--- src/rtl/fpu_pkg.sv ---
// Shared FPU definitions: IEEE-754 single field widths, special encodings,
// the fp32_t operand view and the fdiv sequencer states.
package fpu_pkg;

  localparam int unsigned EXP_W = 8;
  localparam int unsigned MAN_W = 23;

  localparam logic [31:0]      FP_QNAN    = 32'h7FC00000;
  localparam logic [EXP_W-1:0] FP_INF_EXP = 8'hFF;

  typedef struct packed {
    logic             s;
    logic [EXP_W-1:0] e;
    logic [MAN_W-1:0] m;
  } fp32_t;

  typedef enum logic [1:0] {IDLE, DIV, ROUND, DONE} fdiv_state_t;

endpackage

--- src/rtl/fpu_round_pack.sv ---
// Round-to-nearest-even, overflow/underflow clamping and IEEE single packing
// for a normalised 24-bit mantissa with guard and sticky bits.
module fpu_round_pack
  import fpu_pkg::*;
(
  input  logic              sign,
  input  logic signed [9:0] exp,
  input  logic [MAN_W:0]    man,
  input  logic              guard,
  input  logic              sticky,
  output logic [31:0]       y,
  output logic              ovf
);

  logic               inc;
  logic [MAN_W+1:0]   sum;
  logic signed [9:0]  exp_r;
  logic [MAN_W-1:0]   frac;

  always_comb begin
    inc   = guard & (sticky | man[0]);
    sum   = {1'b0, man} + {{(MAN_W + 1){1'b0}}, inc};
    exp_r = exp;
    frac  = sum[MAN_W-1:0];
    // Mantissa carry-out: 1.111..1 + ulp becomes 1.0 at the next exponent.
    if (sum[MAN_W+1]) begin
      exp_r = exp + 10'sd1;
      frac  = '0;
    end
    y   = {sign, exp_r[EXP_W-1:0], frac};
    ovf = 1'b0;
    if (exp_r >= 10'sd255) begin
      y   = {sign, FP_INF_EXP, {MAN_W{1'b0}}};
      ovf = 1'b1;
    end else if (exp_r <= 10'sd0 || !(sum[MAN_W] | sum[MAN_W+1])) begin
      // Underflow or an unnormalised mantissa would be a denormal: flush.
      y = {sign, {(EXP_W + MAN_W){1'b0}}};
    end
  end

endmodule

--- src/rtl/fdiv.sv ---
// Iterative single-precision divider, one quotient bit per cycle, RNE rounding.
// Define FDIV_FAST_SPECIAL_EN to short-cut special operands straight to rounding.
module fdiv
  import fpu_pkg::*;
(
  input  logic        clk,
  input  logic        rst,
  input  logic        in_valid,
  output logic        in_ready,
  input  logic [31:0] x1,
  input  logic [31:0] x2,
  output logic        out_valid,
  input  logic        out_ready,
  output logic [31:0] y,
  output logic        ovf,
  output logic        dbz
);

  fp32_t a, b;
  assign a = x1;
  assign b = x2;

  fdiv_state_t       state_q;
  logic              sign_q;
  logic signed [9:0] exp_q;
  logic [25:0]       rem_q;
  logic [MAN_W:0]    dvs_q;
  logic [25:0]       quo_q;
  logic [4:0]        cnt_q;
  logic              spec_q;
  logic [31:0]       spec_y_q;
  logic              spec_dbz_q;
  logic [31:0]       y_q;
  logic              ovf_q;
  logic              dbz_q;

  // Special-operand classification on the incoming pair (exponent 0 = zero).
  logic        a_nan, a_inf, a_zero, b_nan, b_inf, b_zero;
  logic        res_s, spec;
  logic        spec_dbz;
  logic [31:0] spec_y;

  always_comb begin
    res_s    = a.s ^ b.s;
    a_nan    = (a.e == FP_INF_EXP) && (a.m != '0);
    a_inf    = (a.e == FP_INF_EXP) && (a.m == '0);
    a_zero   = (a.e == '0);
    b_nan    = (b.e == FP_INF_EXP) && (b.m != '0);
    b_inf    = (b.e == FP_INF_EXP) && (b.m == '0);
    b_zero   = (b.e == '0);
    spec     = 1'b1;
    spec_dbz = 1'b0;
    spec_y   = '0;
    if (a_nan || b_nan || (a_zero && b_zero) || (a_inf && b_inf)) begin
      spec_y = FP_QNAN;
    end else if (a_inf) begin
      spec_y = {res_s, FP_INF_EXP, {MAN_W{1'b0}}};
    end else if (b_zero) begin
      spec_y   = {res_s, FP_INF_EXP, {MAN_W{1'b0}}};
      spec_dbz = 1'b1;
    end else if (a_zero || b_inf) begin
      spec_y = {res_s, {(EXP_W + MAN_W){1'b0}}};
    end else begin
      spec = 1'b0;
    end
  end

  logic signed [9:0] exp_in;
  assign exp_in = $signed({2'b00, a.e}) - $signed({2'b00, b.e}) + 10'sd127;

  // Restoring step: subtract when the partial remainder covers the divisor.
  logic [25:0] dvs_ext, rem_nxt;
  logic        q_bit;

  always_comb begin
    dvs_ext = {2'b00, dvs_q};
    q_bit   = (rem_q >= dvs_ext);
    rem_nxt = (q_bit ? (rem_q - dvs_ext) : rem_q) << 1;
  end

  logic [MAN_W:0]    norm_man;
  logic              norm_g, norm_st;
  logic signed [9:0] norm_exp;

  always_comb begin
    if (quo_q[25]) begin
      norm_man = quo_q[25:2];
      norm_g   = quo_q[1];
      norm_st  = quo_q[0] | (rem_q != '0);
      norm_exp = exp_q;
    end else begin
      norm_man = quo_q[24:1];
      norm_g   = quo_q[0];
      norm_st  = (rem_q != '0);
      norm_exp = exp_q - 10'sd1;
    end
  end

  logic [31:0] rp_y;
  logic        rp_ovf;

  fpu_round_pack u_round_pack (
    .sign   (sign_q),
    .exp    (norm_exp),
    .man    (norm_man),
    .guard  (norm_g),
    .sticky (norm_st),
    .y      (rp_y),
    .ovf    (rp_ovf)
  );

  always_ff @(posedge clk) begin
    if (rst) begin
      state_q    <= IDLE;
      sign_q     <= 1'b0;
      exp_q      <= '0;
      rem_q      <= '0;
      dvs_q      <= '0;
      quo_q      <= '0;
      cnt_q      <= '0;
      spec_q     <= 1'b0;
      spec_y_q   <= '0;
      spec_dbz_q <= 1'b0;
      y_q        <= '0;
      ovf_q      <= 1'b0;
      dbz_q      <= 1'b0;
    end else begin
      unique case (state_q)
        IDLE: begin
          if (in_valid) begin
            sign_q     <= res_s;
            exp_q      <= exp_in;
            rem_q      <= {2'b00, 1'b1, a.m};
            dvs_q      <= {1'b1, b.m};
            quo_q      <= '0;
            cnt_q      <= 5'd25;
            spec_q     <= spec;
            spec_y_q   <= spec_y;
            spec_dbz_q <= spec_dbz;
`ifdef FDIV_FAST_SPECIAL_EN
            state_q    <= spec ? ROUND : DIV;
`else
            state_q    <= DIV;
`endif
          end
        end
        DIV: begin
          quo_q <= {quo_q[24:0], q_bit};
          rem_q <= rem_nxt;
          cnt_q <= cnt_q - 5'd1;
          if (cnt_q == 5'd0) state_q <= ROUND;
        end
        ROUND: begin
          if (spec_q) begin
            y_q   <= spec_y_q;
            ovf_q <= 1'b0;
            dbz_q <= spec_dbz_q;
          end else begin
            y_q   <= rp_y;
            ovf_q <= rp_ovf;
            dbz_q <= 1'b0;
          end
          state_q <= DONE;
        end
        DONE: begin
          if (out_ready) state_q <= IDLE;
        end
      endcase
    end
  end

  assign in_ready  = (state_q == IDLE);
  assign out_valid = (state_q == DONE);
  assign y         = y_q;
  assign ovf       = ovf_q;
  assign dbz       = dbz_q;

endmodule

--- config.mk ---
export PLATFORM = sky130hd
export DESIGN_NAME = fdiv
export DESIGN_NICKNAME = d
export VERILOG_FILES = /design/src/rtl/fpu_pkg.sv /design/src/rtl/fpu_round_pack.sv /design/src/rtl/fdiv.sv
export SDC_FILE = /design/constraint.sdc
export NUM_CORES = 1
export LEC_CHECK = 0
export CORE_MARGIN = 2
export CORE_UTILIZATION = 35
export DETAILED_ROUTE_END_ITERATION = 10
export HOLD_SLACK_MARGIN = 0.03
export PLACE_DENSITY = 0.65
export SKIP_LAST_GASP = 1
export SLEW_MARGIN = 10
export SYNTH_ARGS = -nofsm -noshare
export SYNTH_HDL_FRONTEND = slang
export SYNTH_SLANG_ARGS = --single-unit
--- constraint.sdc ---
create_clock -name clk -period 6.3 [get_ports clk]
set_input_delay 0.63 -clock clk [delete_from_list [all_inputs] [get_ports clk]]
set_output_delay 0.63 -clock clk [all_outputs]
set_load 0.01 [all_outputs]
Word level (Yosys, flattened, before mapping)

Index checks and enable logic that the tools add are counted.

Register bits: 162

Add/subtract/negate cells: 7
Magnitude comparators: 3
Equal/unequal tests: 8
Mux-type cells: 34
Bitwise gates (word level): 5
Reductions and logical operators: 25

Operators by type and width:

| cell                  | number |
|---|---|
| $mux 32               | 5 |
| $pmux 26 s2           | 2 |
| $mux 31               | 2 |
| $mux 26               | 2 |
| $logic_not 23->1      | 2 |
| $reduce_bool 23->1    | 2 |
| $ge 26x24->1          | 1 |
| $reduce_bool 26->1    | 1 |
| $add 24x1->25         | 1 |
| $mux 25               | 1 |
| $sub 25x24->25        | 1 |
| $mux 24               | 1 |
| $mux 23               | 1 |
| $mux 10               | 2 |
| $eq 8x8->1 const B    | 2 |
| $logic_not 8->1       | 2 |
| $mux 1                | 12 |
| $add 10x2->10 const B | 1 |
| $add 9x8->10 const B  | 1 |
| $ge 10x9->1 const B   | 1 |
| $le 10x1->1 const B   | 1 |
| $pmux 5 s2            | 1 |
| $sub 10x2->10 const B | 1 |
| $sub 8x8->9           | 1 |
| other kinds (19)      | 35 |

Logic depth before layout (Yosys ltp)

Depth in word-level cells: 12
Gate-level depth with buffers: 18
Depth with buffers taken out: 14

Cells and area by module

A second synthesis with hierarchy kept.

Cells, all modules: 1163
Area, all modules: 9107.5 sq um

Modules (own cells, without submodules):

| module         | times used | cells each | area each (sq um) | seq. area each (sq um) |
|---|---|---|---|---|
| fdiv           | 1          | 963        | 7729.9            | 2662.6 |
| fpu_round_pack | 1          | 200        | 1377.6            | 0.0 |

Worst setup path after synthesis

No wires, ideal clock.

Kind: register -> register
From: reg quo_q[25]
To: reg y_q[19] (netlist: y[19])
Arrival time: 4.668 ns
Setup slack: 1.565 ns
Stages on the path, launching flop included: 19
Period minus slack after synthesis: 4.735 ns
Cells stage by stage: dfxtp_1 -> buf_6 -> buf_2 -> buf_1 -> buf_1 -> clkbuf_1 -> nand2_1 -> a21boi_0 -> ha_1 -> nand3_1 -> nor4b_4 -> nand4_4 -> or4b_4 -> o21ai_1 -> a21boi_1 -> o311ai_4 -> a211o_4 -> buf_6 -> o21ai_2

Word-level cells in the longest chain between the ends: 10

Ends and longest elaborated chain:

| item                                           | RTL line                                   | source |
|---|---|---|
| from (decl)                                    | fdiv.sv:28                                 | `logic [25:0] quo_q;` |
| from (signal assigned)                         | fdiv.sv:148                                | `quo_q <= {quo_q[24:0], q_bit};` |
| $mux 1 or $mux 24 (tied branches)              | fdiv.sv:86                                 | `if (quo_q[25]) begin` |
| $or 1x1->1                                     | fpu_round_pack.sv:21                       | `inc = guard & (sticky \| man[0]);` |
| $and 1x1->1                                    | fpu_round_pack.sv:21                       |  |
| $add 24x1->25                                  | fpu_round_pack.sv:22                       | `sum = {1'b0, man} + {{(MAN_W + 1){1'b0}}, inc};` |
| $mux 10 or $or 1x1->1 (tied branches)          | fpu_round_pack.sv:26, fpu_round_pack.sv:35 |  |
| $le 10x1->1 or $logic_not 1->1 (tied branches) | fpu_round_pack.sv:35                       | `end else if (exp_r <= 10'sd0 \|\| !(sum[MAN_W] \| sum[MAN_W+1])) begin` |
| $logic_or 1x1->1                               | fpu_round_pack.sv:35                       |  |
| $mux 31                                        | fpu_round_pack.sv:35                       |  |
| $mux 31 *                                      | fpu_round_pack.sv:32                       | `if (exp_r >= 10'sd255) begin` |
| $mux 32 *                                      | fdiv.sv:154                                | `if (spec_q) begin` |
| to (signal assigned)                           | fdiv.sv:155                                | `y_q <= spec_y_q;` |
| to (signal assigned)                           | fdiv.sv:159                                | `y_q <= rp_y;` |
| to (decl)                                      | fdiv.sv:33                                 | `logic [31:0] y_q;` |

Every way passes the cells marked *; elsewhere a longest branch is shown, timed or not.
A chain may end at the register's enable or synchronous reset.

Worst setup path in the final report

From: reg quo_q[25]
To: reg y_q[3] (netlist: y[3])

Same word-level chain as after synthesis.

==> results.md <==
* Layout fillers at 2594
* Max stage delay cell, worst path: dfxtp_2
* CTS root buf: clkbuf_16
* Postcts setup bufs at 0
* Final Skew at 0.0141 ns
* Crit. End Element: flip-flop
* Largest family of logic cells by synthesized area: simple AND/OR/NAND/NOR gates
* Peak Freq at 232 MHz
* Vias per inst at 5.46
* Die H at 164 microns
* Reg2reg setup slack at 1.99 ns
* Cts repair resizes at 0
* Routed wl met3 at 865 microns
* Largest net degree at the start of global routing at 58
* GPL Wtd Cong at 0.896
* Maximum VDD drop at 283 uV
* Max Slew Vio Count at 0
* Setup TNS at 0 ns
* DRT Wirelength at 24700 microns
* Post-synthesis mux area share at 4.83%
* Die width at 164 microns
* Ports at 104
* Critical R2R Capture: y[3]$_SDFFE_PP0P_
* Yosys warnings at 0
* Simple-gate area share of the yosys netlist at 23.5%
* Crit path required time at 6.61 ns
* DRT Pass-1 Iters at 5
* Ant diodes at 0
* # setup viols final at 0
* CP startpoint kind: flip-flop
* Post-synthesis sequential area ratio at 29.9%
* Slew at the pin with the worst max-slew slack at 0.735 ns
* Worst EP arrival at 4.61 ns
* I/O Buffers at 103
* Worst-path clk slew at 0.06 ns
* Antenna violations before repair at 0
* WL met2 at 11300 microns
* Max Cap Viol at 0
* Synth Area in Compound Gates at 23.5%
* Worst hold path type: flip-flop to flip-flop
* DRC at 0
* WHS Endpoint: dvs_q[22]$_SDFFE_PP0P_
* Floorplan Core Area at 0.0251 sq mm
* Detailed-placement wirelength estimate at 18100 microns
* Final #Nets at 1301
* Post-synth top cells: dfxtp_1, nand2_1, nor2_1
* Fin. Hold Viols at 0
* Number of global-route vias before repair at 7768
* Skew-Pair Late Insertion Delay at 0.42 ns
* Mean area per synthesized cell at 7.92 sq um
* Dominant cell type by area after synthesis: dfxtp_1
* Initial drt markers at 580
* Tcrit/Tclk final at 68.4%
* Most common cell in the netlist: dfxtp_1
* Worst slew margin at 51.0%
* Hold path cells at 2
* Syn_nets at 1237
* Top cells by area, synth: dfxtp_1, ha_1, a21oi_1, nand2_1, nor2_1
* GRT Residual Overflow at 0
* Via count at 8366
* Critical path class: flip-flop to flip-flop
* DIE AREA at 0.0268 sq mm
* Pwr Total at 4.88 mW
* Ratio of cells with drive above 1 in the final layout at 6.91%
* Reg2Reg Launch Point: quo_q[25]$_SDFFE_PP0P_
* Post-synth EDFFs at 0
* Critical Path Fanout Max at 36
* FFs w/ async S/R, synth at 0%
* Synth Area in XOR/XNOR at 6.29%
* Delay-heaviest family, CP: simple AND/OR/NAND/NOR gates
* Fin crit period at 4.31 ns
* Syn Std Cell Area at 0.00891 sq mm
* Buf/Inv on CP at 0
* Max layer used: met4
* First-pass GRT wire length at 40100 microns
* TritonCTS buffer count at 17
* Clk sinks at 133
* Hold_buf cts at 0
* Synth Flop Type: dfxtp_1
* Status: complete, no violations
* #FFs+latches synth at 133
* P_leak at 3.75 nW
* Peak per-stage delay on the critical path at 0.80 ns
* # H-tree levels at 4
* Drt wl/cell at 16.1 microns
* Antenna Nets Post-Route at 0
* Gr usage total at 18.6%
* Worst R2R Path Depth at 12
* Rows at 58
* Clock Path Buffers at 2
* Worst hold start: dvs_q[22]$_SDFFE_PP0P_
* TritonCTS clock tree: yes
* Unrepaired setup endpoints after global routing: no
* Post-synthesis cell count at 1125
* Fraction of the mapped netlist area in adder cells at 6.35%
* M1 WL at 12100 microns
* Power Dens Cells at 455 mW/mm^2
* Initial Util at 35.5%
* Critical path cell sequence: nand2_1 > a21boi_0 > ha_1 > nand3_1 > nor4b_4 > nand4_1 > a2111oi_0 > a21oi_1 > or3_1 > o311ai_4 > a211o_4 > o21ai_1
* Cell variety after synth at 78
* Area grow syn2layout at 20.4%
* Synth top area share at 29.9%
==> state kept, by name, indices dropped and copies added, names as in the netlist <==
name and count:
y 32, quo_q 26, rem_q 26, dvs_q 24
exp_q 10, cnt_q 5, spec_y_q 3, state_q 2
dbz 1, ovf 1, sign_q 1, spec_dbz_q 1
spec_q 1
==> area by class of cell <==
cell class	instances	area (sq um)	share of cell area, %
Multi-Input combinational cell	864	5750	53.6
Sequential cell	133	2660	24.8
Timing Repair Buffer	113	1100	10.3
Clock buffer	20	467	4.35
Tap cell	330	413	3.85
Inverter	60	225	2.10
Clock inverter	11	103	0.957
==> logic make-up after synthesis <==
| family | Yosys count |
|---|---|
| muxes | 42 |
| DFF | 133 |
| AOI/OAI and AO/OA | 308 |
| buffers and inverters | 128 |
| adders and majority gates | 44 |
| and+or+nand+nor | 406 |
| xor gates and xnor gates | 64 |
==> worst max path at each step <==
| stage | from | to | slack (ns) | cells past startpoint |
|---|---|---|---|---|
| 5_1_grt | quo_q[25]$_SDFFE_PP0P_ | y[7]$_SDFFE_PP0P_ | 1.54 | 12 |
| 3_5_place_dp | quo_q[25]$_SDFFE_PP0P_ | y[3]$_SDFFE_PP0P_ | 2.01 | 12 |
| 4_1_cts | quo_q[25]$_SDFFE_PP0P_ | y[1]$_SDFFE_PP0P_ | 2.03 | 12 |
| 2_1_floorplan | quo_q[25]$_SDFFE_PP0P_ | y[19]$_SDFFE_PP0P_ | 1.57 | 18 |
| 3_3_place_gp | quo_q[25]$_SDFFE_PP0P_ | y[2]$_SDFFE_PP0P_ | 2.08 | 12 |
| 6_report | quo_q[25]$_SDFFE_PP0P_ | y[3]$_SDFFE_PP0P_ | 1.99 | 12 |
==> worst min-delay path, stage by stage, from the launching register on <==
cell	delay, ns
dfxtp_1	0.31
nand2_1	0.05
a21oi_1	0.05
==> layout by cell type (no fill, tap or decap), drive strengths merged, types with 8 or more instances in the layout <==
master,Yosys,layout
a21oi,87,87
nor4b,16,16
a31oi,28,28
mux2,8,8
a22oi,28,28
mux2i,34,34
o21ai,51,51
and3,11,11
nand3,27,27
nor2,98,98
dfxtp,133,133
nor3,24,24
a21o,11,11
clkbuf,48,20
and2,9,9
a22o,9,9
or3,14,14
nand4,15,15
nor2b,18,18
a211oi,19,19
ha,42,42
xor2,23,23
nor4,25,25
clkdlybuf4s50,0,102
buf,20,11
inv,60,61
nand2,114,114
a311oi,11,11
xnor2,41,41
==> routing by layer <==
layer	global-route usage [%]	vias up
met5	0	-
met4	5.02	0
met3	3.02	33
met2	30.1	208
met1	25.6	3887
li1	-	4238
==> report_power, final <==
group / internal, mW / switching (mW)
logic: 1.16 / 1.57
registers: 1.00 / 0.183
clock network: 0.573 / 0.394
==> per-stage QoR <==
step                util (%)  area (sq um)  std cells  setup slack [ns]  hold slack, ns
floorplan                  -          8910       1125              1.57           0.432
global placement        40.4         10200       1500              2.08           0.440
detailed placement      40.4         10200       1500              2.01           0.448
CTS                     42.7         10700       1531              2.03           0.456
global route            42.7         10700       1531              1.54           0.469
finish                  42.7         10700       1531              1.99           0.452
No activity file was read; power rests on OpenSTA's default activity.
